**config.mk**
```make
export PLATFORM = sky130hd
export DESIGN_NAME = mem_access_unit
export DESIGN_NICKNAME = d
export VERILOG_FILES = /design/src/rtl/mem_access_unit.sv
export SDC_FILE = /design/constraint.sdc
export NUM_CORES = 1
export LEC_CHECK = 0
export ABC_CLOCK_PERIOD_IN_PS = 4700
export CORE_ASPECT_RATIO = 1.1
export CORE_MARGIN = 2
export CORE_UTILIZATION = 50
export DETAILED_ROUTE_END_ITERATION = 8
export PLACE_DENSITY = 0.86
export SYNTH_ARGS = -nofsm -noshare
export SYNTH_HDL_FRONTEND = slang
export SYNTH_SLANG_ARGS = --single-unit
```
**constraint.sdc**
```tcl
create_clock -name i_clk -period 4.7 [get_ports i_clk]
set_input_delay 1.41 -clock i_clk [delete_from_list [all_inputs] [get_ports i_clk]]
set_output_delay 1.41 -clock i_clk [all_outputs]
set_load 0.05 [all_outputs]
```
**src/rtl/mem_access_unit.sv**
```systemverilog
// rtl/mem_access_unit.sv - byte-addressed load/store initiator for a word-organised data memory
//
// Takes one load or store request at a time, and does byte or halfword extraction with sign or
// zero extension. Sub-word stores are done as read-modify-write because the memory only writes
// whole words. Byte lanes are big-endian: offset 0 is bits [31:24].
//
// Ports:
//   i_clk, i_rst_n             clock, asynchronous active-low reset
//   i_req_*/o_req_ready        request handshake (store flag, op code, byte address, store data)
//   o_resp_*/i_resp_ready      response handshake (extended load data, error flag)
//   o_mem_*/i_mem_read_data    data_memory strobes, word address, write data and read data

module mem_access_unit #(
    parameter int ADDR_W = 13
) (
    input  logic              i_clk,
    input  logic              i_rst_n,
    input  logic              i_req_valid,
    output logic              o_req_ready,
    input  logic              i_req_store,
    input  logic [2:0]        i_req_op,
    input  logic [31:0]       i_req_addr,
    input  logic [31:0]       i_req_wdata,
    output logic              o_resp_valid,
    input  logic              i_resp_ready,
    output logic [31:0]       o_resp_rdata,
    output logic              o_resp_err,
    output logic [ADDR_W-1:0] o_mem_address,
    output logic [31:0]       o_mem_write_data,
    output logic              o_mem_memread,
    output logic              o_mem_memwrite,
    input  logic [31:0]       i_mem_read_data
);

    typedef enum logic [1:0] {
        S_IDLE,
        S_RD,
        S_WR,
        S_RESP
    } state_t;

    state_t              r_state;
    logic                r_req_ready;
    logic                r_store;
    logic [2:0]          r_op;
    logic [1:0]          r_off;
    logic [15:0]         r_wdata;
    logic                r_resp_valid;
    logic [31:0]         r_resp_rdata;
    logic                r_resp_err;
    logic [ADDR_W-1:0]   r_mem_address;
    logic [31:0]         r_mem_write_data;
    logic                r_mem_memread;
    logic                r_mem_memwrite;

    logic                w_accept;
    logic                w_op_legal;
    logic                w_err;
    logic                w_needs_read;
    logic [7:0]          w_byte;
    logic [15:0]         w_half;
    logic [31:0]         w_load_val;
    logic [31:0]         w_merge;

    assign o_req_ready      = r_req_ready;
    assign o_resp_valid     = r_resp_valid;
    assign o_resp_rdata     = r_resp_rdata;
    assign o_resp_err       = r_resp_err;
    assign o_mem_address    = r_mem_address;
    assign o_mem_write_data = r_mem_write_data;
    assign o_mem_memread    = r_mem_memread;
    assign o_mem_memwrite   = r_mem_memwrite;

    // r_req_ready is only ever high in IDLE, so it doubles as the state qualifier.
    assign w_accept = i_req_valid & r_req_ready;

    always_comb begin
        w_op_legal = 1'b0;
        case (i_req_op)
            3'b000, 3'b001, 3'b011, 3'b100, 3'b101: w_op_legal = 1'b1;
            default:                                w_op_legal = 1'b0;
        endcase
    end

    assign w_err = ~w_op_legal
                 | (i_req_store & i_req_op[2])
                 | ((i_req_op[1:0] == 2'b01) & i_req_addr[0])
                 | ((i_req_op[1:0] == 2'b11) & (i_req_addr[1:0] != 2'b00))
                 | (|i_req_addr[31:ADDR_W+2]);

    // Every load reads; a store reads first only when it does not cover the whole word.
    assign w_needs_read = ~i_req_store | (i_req_op[1:0] != 2'b11);

    // Lane selection and extension of the word sampled at the end of RD.
    always_comb begin
        w_byte = 8'h00;
        case (r_off)
            2'd0: w_byte = i_mem_read_data[31:24];
            2'd1: w_byte = i_mem_read_data[23:16];
            2'd2: w_byte = i_mem_read_data[15:8];
            2'd3: w_byte = i_mem_read_data[7:0];
            default: w_byte = 8'h00;
        endcase
        w_half = r_off[1] ? i_mem_read_data[15:0] : i_mem_read_data[31:16];

        w_load_val = i_mem_read_data;
        case (r_op[1:0])
            2'b00:   w_load_val = {{24{~r_op[2] & w_byte[7]}}, w_byte};
            2'b01:   w_load_val = {{16{~r_op[2] & w_half[15]}}, w_half};
            default: w_load_val = i_mem_read_data;
        endcase
    end

    // Read-modify-write merge for SB/SH: only the addressed lane is replaced.
    always_comb begin
        w_merge = i_mem_read_data;
        if (r_op[1:0] == 2'b01) begin
            if (r_off[1]) begin
                w_merge[15:0] = r_wdata;
            end else begin
                w_merge[31:16] = r_wdata;
            end
        end else begin
            case (r_off)
                2'd0: w_merge[31:24] = r_wdata[7:0];
                2'd1: w_merge[23:16] = r_wdata[7:0];
                2'd2: w_merge[15:8]  = r_wdata[7:0];
                2'd3: w_merge[7:0]   = r_wdata[7:0];
                default: w_merge = i_mem_read_data;
            endcase
        end
    end

    always_ff @(posedge i_clk or negedge i_rst_n) begin
        if (!i_rst_n) begin
            r_state          <= S_IDLE;
            r_req_ready      <= 1'b0;
            r_store          <= 1'b0;
            r_op             <= 3'b000;
            r_off            <= 2'b00;
            r_wdata          <= 16'h0000;
            r_resp_valid     <= 1'b0;
            r_resp_rdata     <= 32'h0000_0000;
            r_resp_err       <= 1'b0;
            r_mem_address    <= '0;
            r_mem_write_data <= 32'h0000_0000;
            r_mem_memread    <= 1'b0;
            r_mem_memwrite   <= 1'b0;
        end else begin
            case (r_state)
                S_IDLE: begin
                    if (w_accept) begin
                        r_req_ready   <= 1'b0;
                        r_store       <= i_req_store;
                        r_op          <= i_req_op;
                        r_off         <= i_req_addr[1:0];
                        r_wdata       <= i_req_wdata[15:0];
                        r_mem_address <= i_req_addr[ADDR_W+1:2];
                        if (w_err) begin
                            r_state      <= S_RESP;
                            r_resp_valid <= 1'b1;
                            r_resp_err   <= 1'b1;
                            r_resp_rdata <= 32'h0000_0000;
                        end else if (w_needs_read) begin
                            r_state       <= S_RD;
                            r_mem_memread <= 1'b1;
                        end else begin
                            r_state          <= S_WR;
                            r_mem_memwrite   <= 1'b1;
                            r_mem_write_data <= i_req_wdata;
                        end
                    end else begin
                        // Also raises ready on the first edge after reset release.
                        r_req_ready <= 1'b1;
                    end
                end
                S_RD: begin
                    r_mem_memread <= 1'b0;
                    if (r_store) begin
                        r_state          <= S_WR;
                        r_mem_memwrite   <= 1'b1;
                        r_mem_write_data <= w_merge;
                    end else begin
                        r_state      <= S_RESP;
                        r_resp_valid <= 1'b1;
                        r_resp_err   <= 1'b0;
                        r_resp_rdata <= w_load_val;
                    end
                end
                S_WR: begin
                    r_mem_memwrite <= 1'b0;
                    r_state        <= S_RESP;
                    r_resp_valid   <= 1'b1;
                    r_resp_err     <= 1'b0;
                    r_resp_rdata   <= 32'h0000_0000;
                end
                S_RESP: begin
                    if (i_resp_ready) begin
                        r_state      <= S_IDLE;
                        r_req_ready  <= 1'b1;
                        r_resp_valid <= 1'b0;
                        r_resp_err   <= 1'b0;
                        r_resp_rdata <= 32'h0000_0000;
                    end
                end
                default: begin
                    r_state <= S_IDLE;
                end
            endcase
        end
    end

endmodule

```
==> metrics, run 1 <==
Synth Area in XOR/XNOR 0%; area leader, netlist dfrtp_1; Wirelength per Cell approximately 20 µm; multiplexer share of the synthesized area a little under a fifth; crit start category primary input; RSZ-0062 raised after global routing no; vias in the first global route just over 5000; Area Overhead vs Synth 39.2%; top post-synthesis cells by area dfrtp_1 (47%), mux2_4 (8.0%), mux2_2 (6.6%); nets about 800; clk buf depth 2; Final period util around three quarters; DRT iter0 DRCs approximately 320; post-synthesis compound-gate area fraction between 10% and 20%; required time of the critical path between 4000 and 5000 ps; clk_lat worst skew ~350 ps; crit path DAT 3770 ps; switching portion of total power between 40% and 50%; fillers 771; NetSw 0.00304 W; Max-slew headroom around half; min-delay worst type reg2reg; DRC Markers 0; post-synthesis register bit count 106; cells after synthesis between 500 and 600; routed vias/inst 5.88; Post-Route WL about 16 mm; IO Pins 186; Synth Flop Type dfrtp_1; Reg clk slew, reported paths ~80 ps; die width between 100 and 150 µm; Lkg Pwr ~3.4 nW; layout cells sized above 1 between 10% and 20%; final core occ a little under three quarters; Worst Skew roughly 12 ps; syn avg cell area between 10 and 15 µm²; Seq/Total Area, Yosys a little under half; critical path type in2reg; Yosys cell types between 40 and 50; crit path cell chain clkdlybuf4s50_1 > and3b_1 > o211ai_2 > nor4_4 > o211ai_4 > buf_4 > mux2_4; Synth top area share 46.9%; Hold Vio Cnt, Final 0; TritonCTS clock tree done; antenna fix cells 0; post-CTS sizing 0; cts hold-fix bufs 0; EDFF count, synth 0; Tmin final ~3500 ps; PwrDens around 800 nW/µm²; dpl ws between 700 and 800 ps; max-slew violation count 0; die area 12200 µm²; Global Route Usage Sum 27.4%; slowest cell delay on critical path around 500 ps; cell area after synthesis roughly 5700 µm²; largest family of logic cells by synthesized area multiplexers; reg2reg setup slack between 1500 and 2000 ps; Ys Warns 0; total gr overflow 0; VDD IR max between 0.0004 and 0.0005 V; critical path fanouts, max 13; ANT nets after route 0; Initial Util 51.6%; initial antenna violation count 0; clock network fraction of design power between 10% and 20%; DR pass1 iterations 7; total clock sinks 106; Synth Area in Simple Gates about a tenth; Synth Net Count 632; H-tree depth 3; Design Power 0.00628 W; setup TNS 0 ps; Sequential Power Share 27.0%; nature of the critical path endpoint register; first-pass GRT wire length between 20 and 30 mm; Vert. Die Dim 116 µm; combinational power share ~60%; final setup violating endpoints 0; Tightest Pin Transition around 730 ps; Final GP Congestion around 0.94; Hold WS a little under 500 ps; largest net degree at the start of global routing between 50 and 60; CORE AREA approximately 11000 µm²; P_int 0.00324 W; Crit-path slowest cell clkdlybuf4s50_1; CTS Buf Count 9; fmax 283 MHz; Max-Cap Viols 0; commonest non-fill, non-tap cells in the layout clkdlybuf4s50_1 (184), dfrtp_1 (106), o21ai_0 (56); Port Buffer Count 185; Placement Rows 40; status completed; post-DP HPWL ~13 mm; smallest setup slack after layout 1170 ps; # Post-CTS Setup Buffers 0; Synth Area in Adders less than 1%; DR vias ~5000; Synth async-reset ratio 100%; Clock Tree Root clkbuf_16; commonest non-fill, non-tap cell in the layout clkdlybuf4s50_1
-- stage by stage --
step                std cells  area (µm²)
finish                    843        7880
global route              843        7880
CTS                       843        7880
detailed placement        827        7590
global placement          827        7590
floorplan                 524        5660
-- cells in the mapped netlist (3+ instances only) --
library cell    n
a21oi_1        33
a32o_1         17
buf_2           9
buf_6           3
clkbuf_1       24
dfrtp_1       106
ha_1            4
inv_1          22
mux2_2         33
mux2_4         30
mux2i_1        25
nand2_1        26
nand2b_1       20
nand3b_1        8
nor2_1         30
nor2b_1         4
nor3_1          8
o21ai_0        56
o21ai_1         6
o221ai_1       16
o22ai_1         7
o2bb2ai_1       7
-- power by group through the flow --
stage	logic (W)	clock network, W	registers, W
after floorplan	0.00171	0	0.00267
after global placement	0.00374	0	0.00168
after detailed placement	0.00384	0	0.00170
after CTS	0.00386	0.000734	0.00169
after global routing	0.00407	0.000778	0.00174
final	0.00386	0.000724	0.00169
-- flip-flops by register name (all words and copies together) (netlist names) --
name / flops
o_resp_valid: 1
r_op: 3
o_mem_write_data: 32
r_store: 1
o_req_ready: 1
o_resp_rdata: 32
r_state: 2
o_resp_err: 1
r_wdata: 16
o_mem_memwrite: 1
r_off: 2
o_mem_address: 13
o_mem_memread: 1
-- layout make-up --
| class | count | area (µm²) | share of cell area, % |
|---|---|---|---|
| Clock inverter | 6 | 48.8 | 0.619 |
| Inverter | 22 | 82.6 | 1.05 |
| Tap cell | 147 | 184 | 2.33 |
| Timing Repair Buffer | 194 | 1920 | 24.3 |
| Multi-Input combinational cell | 358 | 2750 | 35.0 |
| Sequential cell | 106 | 2650 | 33.7 |
| Clock buffer | 10 | 239 | 3.03 |
-- per-layer routing --
| metal | wire, µm | GRT usage, % | vias up |
|---|---|---|---|
| li1 | - | - | 2251 |
| met1 | 6350 | 33.8 | 2380 |
| met2 | 8150 | 46.0 | 276 |
| met3 | 1420 | 7.37 | 48 |
| met4 | 561 | 11.2 | 0 |
| met5 | 0 | 0 | - |
-- critical path, delay by kind of cell --
family | cells | cell delay (ps)
AOI/OAI and AO/OA | 2 | 850
and+or+nand+nor | 2 | 320
buffers and inverters | 2 | 860
muxes | 1 | 330
-- worst paths after layout --
check                                  start             endpoint  cells after the start
worst max register to register    r_state[1]  o_mem_write_data[2]                      8
worst min register to register  o_resp_valid         o_resp_valid                      2
min in group asynchronous            i_rst_n     o_resp_rdata[11]                      1
worst max-delay path             i_req_op[0]  o_mem_write_data[2]                      7
max in group asynchronous            i_rst_n      o_resp_rdata[4]                      2
worst min-delay path            o_resp_valid         o_resp_valid                      2
-- kinds of logic (layout without fill, tap and decap cells) --
family / after synthesis / count (layout)
AOI/OAI and AO/OA: 157 / 157
adders and majority gates: 4 / 4
buffers and inverters: 60 / 232
DFF: 106 / 106
muxes: 88 / 88
and+or+nand+nor: 109 / 109
Note: power is estimated with default switching activity, not from simulation.
==> run 2, diff against run 1 <==
Settings changed: ABC_CLOCK_PERIOD_IN_PS 4700 to 3700, CORE_UTILIZATION 50 to 47, PLACE_DENSITY 0.86 to 0.82.
Clock period 4.7 ns to 3.7 ns, I/O delays scaled along.
==> run 2 against run 1 <==
  * Global-route usage shrank 1.4 points
  * Sequential share of layout area shrank 0.28 points
  * Critical path depth shrank 2
  * Flip-flop and latch count is the same
  * Worst hold slack gained 3.8 ps
  * Clock skew shrank 3.8 ps
  * Combinational power grew 28%
  * Design area grew 0.84%
  * Critical path type unchanged
  * Highest routed layer unchanged
  * Non-clock buffer count is the same
  * Clock power grew 42%
  * Setup slack lost 500 ps
  * Register-to-register slack lost 870 ps
==> metrics, run 2 (synthesized netlist as in run 1, its figures left out) <==
status completed; crit start category primary input; Tightest Pin Transition 1240 ps (+510 ps); Worst Skew 8.61 ps (-3.76 ps); PwrDens 1020 nW/µm² (+28%); largest net degree at the start of global routing 68 (+21%); VDD IR max 0.000523 V (+4.9%); commonest non-fill, non-tap cell in the layout clkdlybuf4s50_1; critical path type in2reg; DRC Markers 0 (unchanged); clk buf depth 2 (unchanged); Final GP Congestion 0.909 (-3.2%); antenna fix cells 0 (unchanged); Design Power 0.00811 W (+29%); reg2reg setup slack 1090 ps (-870 ps); Clock Tree Root clkbuf_16; IO Pins 186 (unchanged); H-tree depth 3 (unchanged); final core occ 66.9% (-5.0 points); commonest non-fill, non-tap cells in the layout clkdlybuf4s50_1 (184), dfrtp_1 (106), o21ai_0 (56); routed vias/inst 5.83 (-0.82%); Max-Cap Viols 0 (unchanged); RSZ-0062 raised after global routing no; CTS Buf Count 9 (unchanged); post-CTS sizing 0 (unchanged); Final period util ~82%; Reg clk slew, reported paths 70 ps (about the same); clk_lat worst skew 350 ps (about the same); ANT nets after route 0 (unchanged); nets 799 (unchanged); Vert. Die Dim 119 µm (+3.0%); min-delay worst type reg2reg; Max-slew headroom 17.1% (-34 points); Port Buffer Count 185 (unchanged); post-DP HPWL 12.4 mm (-1.6%); Placement Rows 42 (+5.0%); DR vias 4955 (unchanged); final setup violating endpoints 0 (unchanged); max-slew violation count 0 (unchanged); vias in the first global route 5027 (-0.14%); fmax about 330 MHz; TritonCTS clock tree done; DR pass1 iterations 8 (+1); # Post-CTS Setup Buffers 0 (unchanged); Hold WS 491 ps (+3.81 ps); Post-Route WL 16.5 mm (+0.38%); die area 12900 µm² (+6.2%); dpl ws 401 ps (-390 ps); layout cells sized above 1 14.9% (-0.14 points); Area Overhead vs Synth 40.3%; Initial Util 47.7% (-4.0 points); setup TNS 0 ps (unchanged); cts hold-fix bufs 0 (unchanged); nature of the critical path endpoint register; Tmin final ~3000 ps; total clock sinks 106 (unchanged); Wirelength per Cell 19.5 µm (-0.44%); initial antenna violation count 0 (unchanged); die width 109 µm (+3.0%); required time of the critical path 3980 ps (-960 ps); Lkg Pwr 3.46 nW (+0.67%); Hold Vio Cnt, Final 0 (unchanged); smallest setup slack after layout 668 ps (-497 ps); total gr overflow 0 (unchanged); critical path fanouts, max 16 (+3); crit path DAT 3310 ps (-460 ps); first-pass GRT wire length 26.1 mm (-0.11%); CORE AREA 11900 µm² (+8.4%); Global Route Usage Sum 26.0% (-1.4 points); DRT iter0 DRCs 279 (-14%)
-- run 2: through the flow --
step	area, µm²	std cells
detailed placement	7620	834
floorplan	5660	524
finish	7940	850
CTS	7940	850
global placement	7620	834
global route	7940	850
-- run 2: power by group --
group          switching (W)  internal (W)
sequential          0.000423       0.00170
combinational        0.00301       0.00195
clock               0.000425      0.000610
-- run 2: metal layers --
metal,track usage [%],vias to the layer above,wire length (µm),share of wire [%]
met3,7.33,33,1430,8.6
met4,10.3,0,416,2.5
met2,41.9,242,8150,49
li1,-,2252,-,-
met5,0,-,0,0
met1,32.8,2428,6550,40
-- run 2: worst paths after layout --
kind                                   endpoint  cells after the start          startpoint
setup / recovery               o_resp_rdata[25]                      5  i_mem_read_data[7]
hold / removal                 o_resp_rdata[26]                      1    o_resp_rdata[26]
setup reg to reg           o_mem_write_data[16]                      5             r_op[0]
hold reg to reg                o_resp_rdata[26]                      1    o_resp_rdata[26]
max in group asynchronous     o_mem_address[10]                      2             i_rst_n
min in group asynchronous      o_resp_rdata[27]                      1             i_rst_n
-- run 2: final cells by class --
cell class	instances	area [µm²]
multi-input cells	358	2750
repair buffers	194	1940
inverters	22	82.6
flip-flops and latches	106	2650
clock inverters	5	77.6
well taps	154	193
fillers	916	3930
clock buffers	11	243
-- run 2: critical path: stages --
cell	delay (ps)
clkdlybuf4s50_1	560
mux2i_1	130
a2bb2oi_1	220
a21oi_1	970
a32o_1	320
==> run 3, diff against run 2 <==
Settings changed: ABC_CLOCK_PERIOD_IN_PS 3700 to 2550, CORE_UTILIZATION 47 to 42, PLACE_DENSITY 0.82 to 0.77.
Clock period 3.7 ns to 2.55 ns, I/O delays scaled along.
==> run 3 against run 2 <==
  * Setup slack got worse by 600 ps
  * Combinational power increased by 51%
  * Design area increased by 4.5%
  * Register-to-register slack got worse by 710 ps
  * Flip-flop and latch count unchanged
  * Critical path depth increased by 3
  * Worst hold slack got worse by 120 ps
  * Core utilization decreased by 3.8 points
  * Via count increased by 2.6%
  * Count of clock-buffer cells in the layout unchanged
  * Sequential power increased by 45%
  * Total power increased by 47%
==> metrics, run 3 (synthesized netlist as in run 1, its figures left out) <==
Design Power 0.0119 W (+47%); Non-Filler Instances 890 (+4.7%); Placement Rows 44 (+4.8%); Area Overhead vs Synth 46.6%; die width 115 µm (+5.6%); Lkg Pwr 3.74 nW (+7.9%); largest net degree at the start of global routing 53 (-22%); post-DP HPWL 13.4 mm (+8.1%); IO Pins 186 (unchanged); commonest non-fill, non-tap cell in the layout clkdlybuf4s50_1; Post-Route WL 17.6 mm (+6.5%); min-delay worst type in2async; dpl ws -449 ps (-850 ps); critical path type in2reg; register area 2650 µm² (unchanged); max-slew violation count 0 (unchanged); VDD IR max 0.000721 V (+38%); Reg clk slew, reported paths 70 ps (about the same); Port Buffer Count 185 (unchanged); first-pass GRT wire length 26.9 mm (+3.3%); FF-to-FF Start r_state[0]; DRT iter0 DRCs 341 (+22%); Tmin final 2480 ps; clk_lat worst skew 350 ps (about the same); RSZ-0062 raised after global routing no; crit path DAT 2720 ps (-590 ps); cts hold-fix bufs 0 (unchanged); CTS Buf Count 9 (unchanged); Worst Skew 4.13 ps (-4.47 ps); TritonCTS clock tree done; Global Route Usage Sum 24.0% (-2.0 points); Max-slew headroom 52.2% (+35 points); nature of the critical path endpoint register; status completed; Max-Cap Viols 0 (unchanged); smallest setup slack after layout 66.5 ps (-601 ps); ANT nets after route 0 (unchanged); fmax between 400 and 500 MHz; crit start category primary input; Vert. Die Dim 126 µm (+5.6%); DRC Markers 0 (unchanged); routed vias/inst 5.71 (-2.0%); antenna fix cells 0 (unchanged); die area 14400 µm² (+11%); total clock sinks 106 (unchanged); Initial Util 43.0% (-4.6 points); DR vias 5082 (+2.6%); Worst Setup SP i_req_store; Hold Vio Cnt, Final 0 (unchanged); Final period util 97.4%; Final GP Congestion 0.889 (-2.1%); final setup violating endpoints 0 (unchanged); fillers 1064 (+16%); nets 832 (+4.1%); clk buf depth 2 (unchanged); total gr overflow 0 (unchanged); Tightest Pin Transition 717 ps (-527 ps); # Post-CTS Setup Buffers 0 (unchanged); critical path fanouts, max 18 (+2); required time of the critical path 2790 ps (-1190 ps); placed insts 872 (+4.6%); commonest non-fill, non-tap cells in the layout clkdlybuf4s50_1 (170), dfrtp_1 (106), o21ai_0 (56); vias in the first global route 5209 (+3.6%); final core occ 63.1% (-3.8 points); H-tree depth 3 (unchanged); Clock Tree Root clkbuf_16; layout cells sized above 1 19.3% (+4.4 points); area used by multi-input combinational logic 2790 µm² (+1.5%); PwrDens 1430 nW/µm² (+40%); Wirelength per Cell 19.8 µm (+1.7%); initial antenna violation count 0 (unchanged); CORE AREA 13200 µm² (+11%); DR pass1 iterations 5 (-3)
[run 3: cell type report]
cell class	count	share of cell area [%]
flip-flops and latches	106	32.0
clock inverters	5	0.482
well taps	161	2.43
multi-input cells	358	33.7
repair buffers	227	27.5
clock buffers	11	2.92
inverters	22	0.995
[run 3: worst max-delay path, stage by stage]
cell and delay [ps]:
clkdlybuf4s50_1 430, a211oi_2 270, o211ai_2 170, buf_4 180, o311ai_4 380, nor2_2 110
buf_12 170, a32o_1 230
[run 3: final timing paths]
kind	to	slack (ps)	cells past startpoint
setup / recovery	o_resp_rdata[18]	70	8
setup reg to reg	o_mem_write_data[13]	380	7
hold reg to reg	o_resp_err	490	2
hold / removal	o_resp_rdata[13]	370	1
max in group asynchronous	o_mem_memread	1500	2
min in group i_clk	o_resp_err	490	2
[run 3: layer usage]
layer | global-route usage [%] | vias to the layer above | routed length [µm]
met3 | 5.92 | 36 | 1320
met5 | 0 | - | 5
li1 | - | 2311 | -
met1 | 30.2 | 2501 | 7230
met2 | 40.1 | 232 | 8660
met4 | 8.50 | 2 | 402
[run 3: through the flow]
stage                     instance area, µm²  setup TNS, ps  hold WS [ps]
after floorplan                         5660              0           450
after global placement                  7890         -22180           463
after detailed placement                7890         -26140           477
after CTS                               8190              0           385
after global routing                    8300              0           400
final                                   8300              0           366
[run 3: what timing repair did]
action,in CTS,in global routing
gates resized for setup,5,20
endpoints found under the setup margin,56,52
cloned,0,2
pin swaps,0,11
[run 3: report_power, final]
group | internal [W] | total (W) | switching (W)
Combinational | 0.00304 | 0.00750 | 0.00446
Sequential | 0.00247 | 0.00308 | 0.000613
Clock | 0.000693 | 0.00132 | 0.000632
